`src/rtl/serial_link_credit_receiver_if.sv`:
```
// Link-receiver bundle: the incoming packet stream from the data-link layer
// plus the buffered data output towards the sink and the credit reporting
// signals towards the local sender.
//   master : packet source / sink side (drives rcv_*, ready_i)
//   slave  : the credit receiver (drives data_o/valid_o, credit outputs, fill/overflow)
interface serial_link_credit_receiver_if #(
  parameter type data_t     = logic [7:0],
  parameter type credit_t   = logic [3:0],
  parameter int  NumCredits = 8
);
  localparam int FillW = $clog2(NumCredits + 1);

  logic             rcv_valid_i;
  data_t            rcv_data_i;
  credit_t          rcv_credits_i;
  logic             rcv_cred_only_i;
  credit_t          credits_received_o;
  logic             receive_cred_o;
  data_t            data_o;
  logic             valid_o;
  logic             ready_i;
  credit_t          cred_released_o;
  logic [FillW-1:0] fill_o;
  logic             overflow_o;

  modport master (
    output rcv_valid_i, rcv_data_i, rcv_credits_i, rcv_cred_only_i, ready_i,
    input  credits_received_o, receive_cred_o, data_o, valid_o,
           cred_released_o, fill_o, overflow_o
  );

  modport slave (
    input  rcv_valid_i, rcv_data_i, rcv_credits_i, rcv_cred_only_i, ready_i,
    output credits_received_o, receive_cred_o, data_o, valid_o,
           cred_released_o, fill_o, overflow_o
  );
endinterface

```
`src/rtl/serial_link_credit_receiver.sv`:
```
// Receive side of the serial link credit flow control.
// Data packets are buffered in a NumCredits-deep FIFO (no fall-through);
// piggy-backed credits are forwarded to the local sender one cycle later;
// every freed receive slot (pop, or a credits-only packet which consumed
// CredOnlyConsCred slots at the remote end) is reported one cycle later.
// Ports:
//   clk_i, rst_ni : clock, async active-low reset
//   link          : packet input, FIFO output and credit reporting bundle
// WarnOverflow enables the "overflow never happens" warning check; benches
// that provoke overflow on purpose turn it off.
module serial_link_credit_receiver #(
  parameter type data_t           = logic [7:0],
  parameter type credit_t         = logic [3:0],
  parameter int  NumCredits       = 8,
  parameter int  CredOnlyConsCred = 1,
  parameter bit  WarnOverflow     = 1'b1
) (
  input logic                          clk_i,
  input logic                          rst_ni,
  serial_link_credit_receiver_if.slave link
);
  localparam int FillW = $clog2(NumCredits + 1);
  localparam int PtrW  = (NumCredits > 1) ? $clog2(NumCredits) : 1;

  data_t            mem_q [NumCredits];
  logic [PtrW-1:0]  wr_ptr_q, wr_ptr_d, rd_ptr_q, rd_ptr_d;
  logic [FillW-1:0] fill_q, fill_d;
  logic             overflow_q, overflow_d;
  logic             receive_cred_q, receive_cred_d;
  credit_t          credits_received_q, credits_received_d;
  credit_t          cred_released_q, cred_released_d;
  logic             full, pop, push_req, push;

  always_comb begin
    full     = (fill_q == FillW'(NumCredits));
    pop      = (fill_q != '0) & link.ready_i;
    push_req = link.rcv_valid_i & ~link.rcv_cred_only_i;
    // A pop in the same cycle frees the slot the push needs, even when full.
    push     = push_req & (~full | pop);

    wr_ptr_d = wr_ptr_q;
    rd_ptr_d = rd_ptr_q;
    if (push) wr_ptr_d = (wr_ptr_q == PtrW'(NumCredits - 1)) ? '0 : wr_ptr_q + PtrW'(1);
    if (pop)  rd_ptr_d = (rd_ptr_q == PtrW'(NumCredits - 1)) ? '0 : rd_ptr_q + PtrW'(1);
    fill_d = fill_q + FillW'(push) - FillW'(pop);

    overflow_d = overflow_q | (push_req & ~push);

    // Credits are forwarded regardless of packet type or whether it was dropped.
    receive_cred_d     = link.rcv_valid_i & (link.rcv_credits_i != '0);
    credits_received_d = receive_cred_d ? link.rcv_credits_i : '0;

    cred_released_d = credit_t'(pop)
                    + ((link.rcv_valid_i & link.rcv_cred_only_i) ? credit_t'(CredOnlyConsCred)
                                                                  : credit_t'(0));
  end

  always_ff @(posedge clk_i or negedge rst_ni) begin
    if (!rst_ni) begin
      wr_ptr_q           <= '0;
      rd_ptr_q           <= '0;
      fill_q             <= '0;
      overflow_q         <= 1'b0;
      receive_cred_q     <= 1'b0;
      credits_received_q <= '0;
      cred_released_q    <= '0;
    end else begin
      wr_ptr_q           <= wr_ptr_d;
      rd_ptr_q           <= rd_ptr_d;
      fill_q             <= fill_d;
      overflow_q         <= overflow_d;
      receive_cred_q     <= receive_cred_d;
      credits_received_q <= credits_received_d;
      cred_released_q    <= cred_released_d;
    end
  end

  // Storage needs no reset: data_o is masked while the FIFO is empty.
  always_ff @(posedge clk_i) begin
    if (push) mem_q[wr_ptr_q] <= link.rcv_data_i;
  end

  assign link.valid_o            = (fill_q != '0);
  assign link.data_o             = (fill_q != '0) ? mem_q[rd_ptr_q] : '0;
  assign link.fill_o             = fill_q;
  assign link.overflow_o         = overflow_q;
  assign link.receive_cred_o     = receive_cred_q;
  assign link.credits_received_o = credits_received_q;
  assign link.cred_released_o    = cred_released_q;

  a_num_credits: assert property (@(posedge clk_i) NumCredits >= 2)
    else $error("NumCredits must be >= 2");
  a_cred_width: assert property (@(posedge clk_i)
    (CredOnlyConsCred + 1) < (1 << $bits(credit_t)))
    else $error("CredOnlyConsCred + 1 does not fit in credit_t");
  a_fill_bound: assert property (@(posedge clk_i) disable iff (!rst_ni)
    fill_q <= FillW'(NumCredits))
    else $error("FIFO occupancy above NumCredits");
  a_no_overflow: assert property (@(posedge clk_i) disable iff (!rst_ni)
    !WarnOverflow || !(overflow_d && !overflow_q))
    else $warning("packet dropped: receive FIFO overflow");
endmodule

```
`src/flat_wrapper.sv`:
```
// flat-port wrapper written by rule: the top's interface ports become plain ports
module serial_link_credit_receiver_flat 
#(
  parameter type data_t           = logic [7:0],
  parameter type credit_t         = logic [3:0],
  parameter int  NumCredits       = 8,
  parameter int  CredOnlyConsCred = 1,
  parameter bit  WarnOverflow     = 1'b1
)
  (clk_i, rst_ni, link_rcv_valid_i, link_rcv_data_i, link_rcv_credits_i, link_rcv_cred_only_i, link_ready_i, link_credits_received_o, link_receive_cred_o, link_data_o, link_valid_o, link_cred_released_o, link_fill_o, link_overflow_o);
  serial_link_credit_receiver_if #(.data_t(data_t), .credit_t(credit_t), .NumCredits(NumCredits)) link_i ();
  input logic clk_i;
  input logic rst_ni;
  input wire logic [$bits(link_i.rcv_valid_i)-1:0] link_rcv_valid_i;
  input wire logic [$bits(link_i.rcv_data_i)-1:0] link_rcv_data_i;
  input wire logic [$bits(link_i.rcv_credits_i)-1:0] link_rcv_credits_i;
  input wire logic [$bits(link_i.rcv_cred_only_i)-1:0] link_rcv_cred_only_i;
  input wire logic [$bits(link_i.ready_i)-1:0] link_ready_i;
  output wire logic [$bits(link_i.credits_received_o)-1:0] link_credits_received_o;
  output wire logic [$bits(link_i.receive_cred_o)-1:0] link_receive_cred_o;
  output wire logic [$bits(link_i.data_o)-1:0] link_data_o;
  output wire logic [$bits(link_i.valid_o)-1:0] link_valid_o;
  output wire logic [$bits(link_i.cred_released_o)-1:0] link_cred_released_o;
  output wire logic [$bits(link_i.fill_o)-1:0] link_fill_o;
  output wire logic [$bits(link_i.overflow_o)-1:0] link_overflow_o;
  assign link_i.rcv_valid_i = link_rcv_valid_i;
  assign link_i.rcv_data_i = link_rcv_data_i;
  assign link_i.rcv_credits_i = link_rcv_credits_i;
  assign link_i.rcv_cred_only_i = link_rcv_cred_only_i;
  assign link_i.ready_i = link_ready_i;
  assign link_credits_received_o = link_i.credits_received_o;
  assign link_receive_cred_o = link_i.receive_cred_o;
  assign link_data_o = link_i.data_o;
  assign link_valid_o = link_i.valid_o;
  assign link_cred_released_o = link_i.cred_released_o;
  assign link_fill_o = link_i.fill_o;
  assign link_overflow_o = link_i.overflow_o;
  serial_link_credit_receiver #(.data_t(data_t), .credit_t(credit_t), .NumCredits(NumCredits), .CredOnlyConsCred(CredOnlyConsCred), .WarnOverflow(WarnOverflow)) u_core (.clk_i(clk_i), .rst_ni(rst_ni), .link(link_i));
endmodule
```
`config.mk`:
```
export PLATFORM = sky130hd
export DESIGN_NAME = serial_link_credit_receiver_flat
export DESIGN_NICKNAME = d
export VERILOG_FILES = /design/src/rtl/serial_link_credit_receiver_if.sv /design/src/rtl/serial_link_credit_receiver.sv /design/src/flat_wrapper.sv
export SDC_FILE = /design/constraint.sdc
export NUM_CORES = 1
export LEC_CHECK = 0
export BUFFER_PORTS_ARGS = -buffer_cell sky130_fd_sc_hd__buf_4
export CAP_MARGIN = 20
export CORE_MARGIN = 2
export CORE_UTILIZATION = 50
export DETAILED_ROUTE_END_ITERATION = 10
export GPL_TIMING_DRIVEN = 0
export PLACE_DENSITY = 0.8
export SETUP_SLACK_MARGIN = 0.2
export SLEW_MARGIN = 5
export SYNTH_ARGS = -nofsm -noshare
export SYNTH_HDL_FRONTEND = slang
export SYNTH_SLANG_ARGS = --single-unit
```
`constraint.sdc`:
```
create_clock -name clk_i -period 2.1 [get_ports clk_i]
set_input_delay 0.21 -clock clk_i [delete_from_list [all_inputs] [get_ports clk_i]]
set_output_delay 0.21 -clock clk_i [all_outputs]
set_load 0.01 [all_outputs]
```
**Yosys cells after proc, flatten, opt, wreduce, memory -nomap -nowiden**

Memory sizes are Yosys's and may differ from the RTL's.
Cells that the tools add are included.

- Memories kept: 1
- Input bits: 17
- RAM bits: 64
- Register bits: 20
- Logic and storage cells: 36

Memory list:

| memory | words | width | read ports | clocked after Yosys merged registers in | write ports | RTL line | text |
|---|---|---|---|---|---|---|---|
| u_core.mem_q | 8 | 8 | 1 | 0 | 1 | serial_link_credit_receiver.sv:25 | `data_t mem_q [NumCredits];` |

- Bitwise operators: 11
- Multiplexer cells: 7
- $add $sub $neg: 5
- Reductions and logical operators: 2
- Equal/unequal tests: 3

Operators with widths:

| operator | count |
|---|---|
| 8-bit two-way mux | 1 |
| 4-bit nonzero test | 2 |
| 3-bit by 1-bit adder with 3-bit output, second input constant | 2 |
| 1-bit AND | 6 |
| 3-bit equality test, second input constant | 2 |
| 3-bit two-way mux | 2 |
| 1-bit by 4-bit adder with 4-bit output | 1 |
| 4-bit by 1-bit adder with 4-bit output | 1 |
| 4-bit equality test, second input constant | 1 |
| 4-bit two-way mux | 1 |
| 4-bit by 1-bit subtractor with 4-bit output | 1 |
| 1-bit two-way mux | 3 |
| 1-bit inverter | 3 |
| 1-bit OR | 2 |

**Logic depth before layout (Yosys ltp)**

- Depth after elaboration: 7
- Mapped depth: 9

**Worst setup path after synthesis**

No wires, ideal clock.

- Path kind: flip-flop to flip-flop
- From: reg u_core.fill_q[2], in the netlist u_core.link.fill_o[2]
- To: mem u_core.mem_q[5][0] (netlist name), enable pin
- Arrival: 1.955 ns
- Path buffers: 0
- Path slack: -0.250 ns
- Required time: 1.705 ns
- Cell stages (with the launch flop): 6
- Clock period less this slack: 2.350 ns
- Cells stage by stage: dfrtp_1 inv_1 ha_1 nand2b_1 a21o_1 nor4_1

- Longest elaborated chain between the ends: 6
- Elaborated cells on any way between the ends: 8
- Classes of those cells: 1 x eq/ne; 2 x mux; 4 x bitwise; 1 x reduce/logical

Ends and longest elaborated chain:

| item | RTL line | text |
|---|---|---|
| start: declaration | serial_link_credit_receiver.sv:27 | `logic [FillW-1:0] fill_q, fill_d;` |
| start signal: assignment | serial_link_credit_receiver.sv:70 | `fill_q <= fill_d;` |
| 4-bit nonzero test / 4-bit equality test (equally long branches) | serial_link_credit_receiver.sv:36, serial_link_credit_receiver.sv:35 |  |
| 1-bit AND / 1-bit inverter (equally long branches) | serial_link_credit_receiver.sv:36, serial_link_credit_receiver.sv:39 |  |
| 1-bit OR (*) | serial_link_credit_receiver.sv:39 | `push = push_req & (~full \| pop);` |
| 1-bit AND (*) | serial_link_credit_receiver.sv:39 |  |
| 1-bit two-way mux (*) | serial_link_credit_receiver.sv:80 | `if (push) mem_q[wr_ptr_q] <= link.rcv_data_i;` |
| 1-bit two-way mux (implied by the code) (*) | serial_link_credit_receiver.sv:80 |  |
| end: declaration | serial_link_credit_receiver.sv:25 |  |

Mark *: on every way between the ends. The rest lies on a longest branch, timed or not.

**Worst setup path in the final report**

- From: reg u_core.rd_ptr_q[1]
- To: out link_data_o[5]

- Longest elaborated chain between the ends: 2

Ends and longest elaborated chain:

| item | RTL line | text |
|---|---|---|
| start: declaration | serial_link_credit_receiver.sv:26 | `logic [PtrW-1:0] wr_ptr_q, wr_ptr_d, rd_ptr_q, rd_ptr_d;` |
| start signal: assignment | serial_link_credit_receiver.sv:69 | `rd_ptr_q <= rd_ptr_d;` |
| memory read 8 x 8 bit | -- |  |
| 8-bit two-way mux | serial_link_credit_receiver.sv:84 | `assign link.data_o = (fill_q != '0) ? mem_q[rd_ptr_q] : '0;` |
| end: declaration | flat_wrapper.sv:21 | `output wire logic [$bits(link_i.data_o)-1:0] link_data_o;` |

No other way between the ends.

==> results by group <==
Outcome
  • Status: finished clean

Final layout
  • N_diodes: 0
  • Net count, final: 321
  • Share of cells above drive strength 1: 38.8%
  • FILL cells: 461
  • P&R area growth vs syn: 30.0%
  • Final core occ: 66.9%
  • Cell area after layout: 4520 µm²

GRT
  • First-pass GRT wire length: 11.5 mm
  • Initial antenna violation count: 0
  • Pin count of the biggest net entering global routing: 19
  • GR Overflow Total: 0
  • Total global-route track usage: 21.4%
  • Vias in the first global route: 2111

Yosys
  • Synth async-reset ratio: 22.0%
  • Mapped Area: 3480 µm²
  • Post-synth top area share: 55.3%
  • Number of enable flip-flop cells after synthesis: 64
  • Post-synth cell types: 34
  • Cells taking the most area after synthesis: edfxtp_1, dfrtp_1, mux2i_1
  • Post-synthesis cell count: 219
  • Sequential area share after synthesis: 68.2%
  • Largest area contributor in the netlist: edfxtp_1
  • Yosys warns: 0
  • Most frequent cell after synthesis: edfxtp_1
  • #FFs+latches synth: 82
  • Prevailing post-synth register cell: edfxtp_1
  • Avg Cell Area, Syn: 15.9 µm²
  • Post-synth top cells: edfxtp_1, mux2i_1, dfrtp_1, a22oi_1, and3_1

Drt
  • DRT antenna net count: 0
  • DR iter-0 viols: 194
  • Post-DR vias/cell: 5.61
  • DRC Markers: 0
  • DR WL/cell: 20.0 µm
  • Drt pass-1 iters: 4
  • Final WL: 7.59 mm
  • Via count: 2128

STA
  • RSZ-0062 raised after global routing: true
  • Final Max Tran Viols: 0
  • Fmax: 0.502 GHz
  • Clock Skews: 9.13 ps
  • Final Hold Vio Count: 0
  • Endpoints failing setup: 0
  • Fin crit period: 1990 ps
  • Part of the cycle the worst path needs: 94.8%

Floorplan
  • Die Ht: 87.4 µm
  • IO Pins: 40
  • Cell Rows: 30
  • Starting Density: 51.5%
  • Core region area: 6760 µm²
  • Die X: 87.4 µm
  • Die Area: 7640 µm²

Power and ir drop
  • Int Power: 4020 µW
  • Switch Pwr: 2000 µW
  • Switching share of power: 33.2%
  • Logic pwr share: 45.1%
  • Max rail drop VDD: 649 µV
  • PwrDens: 1330 nW/µm²
  • Clock power share: 18.6%
  • Leak: 0.00182 µW
  • Sequential share of power: 36.3%

Clock network
  • Clock sink count: 82
  • Worst-Skew Late Latency: 350 ps
  • H-tree depth: 3
  • Num CTS Buffers: 9
  • Clock-pin slew of the registers on the worst-case setup and hold paths: 80 ps
  • TritonCTS clock tree: done
  • Maximum root-to-sink buffer count: 2
  • CTS root buffer: clkbuf_8

Place
  • Final GP Congestion: 0.791
  • Area after DPL: 3900 µm²
  • I/O Buffers: 37
  • Dpl hpwl: 4.49 mm

Critical path
  • Reg2Reg Launch Point: u_core.link.fill_o[1]$_DFF_PN0_
  • CP endpoint kind: primary output
  • Worst Path Class, Setup: reg -> out
  • CP startpoint kind: flip-flop
  • Worst Path Arrival: 1780 ps
  • Critical path origin: u_core.rd_ptr_q[1]$_DFFE_PN0P_
  • R2R depth: 8
  • Critical Path Fanout Max: 7
  • Critical Path RT: 1890 ps

Hold path
  • WHS Path Cells: 2
  • Hold path start: link_rcv_credits_i[0]
  • Worst hold-check path type: in -> reg

Run
  • Max-capacitance violation count: 0
[cells in the final DEF (no fill, tap or decap), types with 3 or more instances in the layout]
cell,instances
inv_2,3
mux2i_1,30
buf_6,4
inv_1,3
nor2_1,5
nor2b_1,4
clkbuf_8,9
ha_1,7
and2_1,5
dfrtp_2,3
nand2_1,5
and3_1,9
and3_4,4
buf_12,5
dfrtp_1,15
edfxtp_1,64
inv_6,3
buf_4,57
mux2_4,5
a22oi_1,16
[power by group through the flow]
stage | clock network (µW) | registers (µW) | logic [µW]
floorplan | 0 | 2160 | 1340
global placement | 0 | 2160 | 2000
detailed placement | 0 | 2180 | 2070
CTS | 1130 | 2170 | 2580
global route | 1200 | 2210 | 2920
finish | 1120 | 2180 | 2710
[critical path, cell delays in order, from the launching register on]
cell and delay [ps]:
dfrtp_1 410, buf_8 160, buf_12 130, buf_12 130, mux2i_2 180, a22oi_1 90, and3_1 200, buf_4 140
[per-layer routing]
metal | up-vias | GRT usage, % | part of all wire (%)
li1 | 976 | - | -
met1 | 1071 | 26.8 | 40
met2 | 70 | 36.0 | 52
met3 | 11 | 4.74 | 6.3
met4 | 0 | 8.95 | 1.7
met5 | - | 0 | 0
[repair_timing]
| item | CTS | global route |
|---|---|---|
| hold buffers | 1 | 0 |
| endpoints found under the setup margin | 75 | 75 |
| endpoints found under the hold margin | 18 | 0 |
| cloned | 2 | 0 |
| pin swaps | 13 | 5 |
| gates resized for setup | 35 | 17 |
| setup buffers | 16 | 4 |
[state kept, by name, indices dropped and copies added, names as in the netlist]
register                        cells
u_core.link.overflow_o              1
u_core.link.cred_released_o         2
u_core.link.receive_cred_o          1
u_core.link.fill_o                  4
u_core.link.credits_received_o      4
u_core.mem_q                       64
u_core.wr_ptr_q                     3
u_core.rd_ptr_q                     3
[final timing paths]
| check | to | slack (ps) |
|---|---|---|
| worst max-delay path | link_data_o[5] | 110 |
| worst min-delay path | u_core.link.credits_received_o[0]$_DFF_PN0_ | 80 |
| worst max register to register | u_core.link.fill_o[3]$_DFF_PN0_ | 150 |
| worst min register to register | u_core.link.overflow_o$_DFF_PN0_ | 490 |
| max in group asynchronous | u_core.link.fill_o[1]$_DFF_PN0_ | 1610 |
| min in group asynchronous | u_core.link.receive_cred_o$_DFF_PN0_ | 270 |
[stage by stage]
step	setup slack [ps]	total power (µW)	TNS [ps]	instances	hold WS (ps)
floorplan	34.4	3500	0	220	-85.6
finish	109	6010	0	379	75.9
detailed placement	-219	4250	-3120	340	92.3
global route	24.1	6330	0	379	63.6
global placement	-486	4160	-12640	337	89.7
CTS	96.2	5890	0	375	62.7
[cell families after synthesis]
| group | count (synthesis) | synth area share (%) |
|---|---|---|
| mux | 38 | 11.7 |
| compound gates | 25 | 5.43 |
| other cells | 1 | 0.108 |
| buf+inv | 17 | 2.91 |
| flops | 82 | 68.2 |
| fa+ha+maj | 10 | 3.81 |
| simple gates | 43 | 7.12 |
| xor+xnor | 3 | 0.756 |
[final cells by class]
class                   instances  area (µm²)  share of cell area, %
multi-input cells             121        1160                   25.6
clock inverters                 6        63.8                   1.41
well taps                      80         100                   2.21
inverters                       6        22.5                  0.498
plain buffers                  11         123                   2.71
clock buffers                  10         128                   2.82
repair buffers                 63         552                   12.2
flip-flops and latches         82        2380                   52.5
No activity file was read; power rests on OpenSTA's default activity.
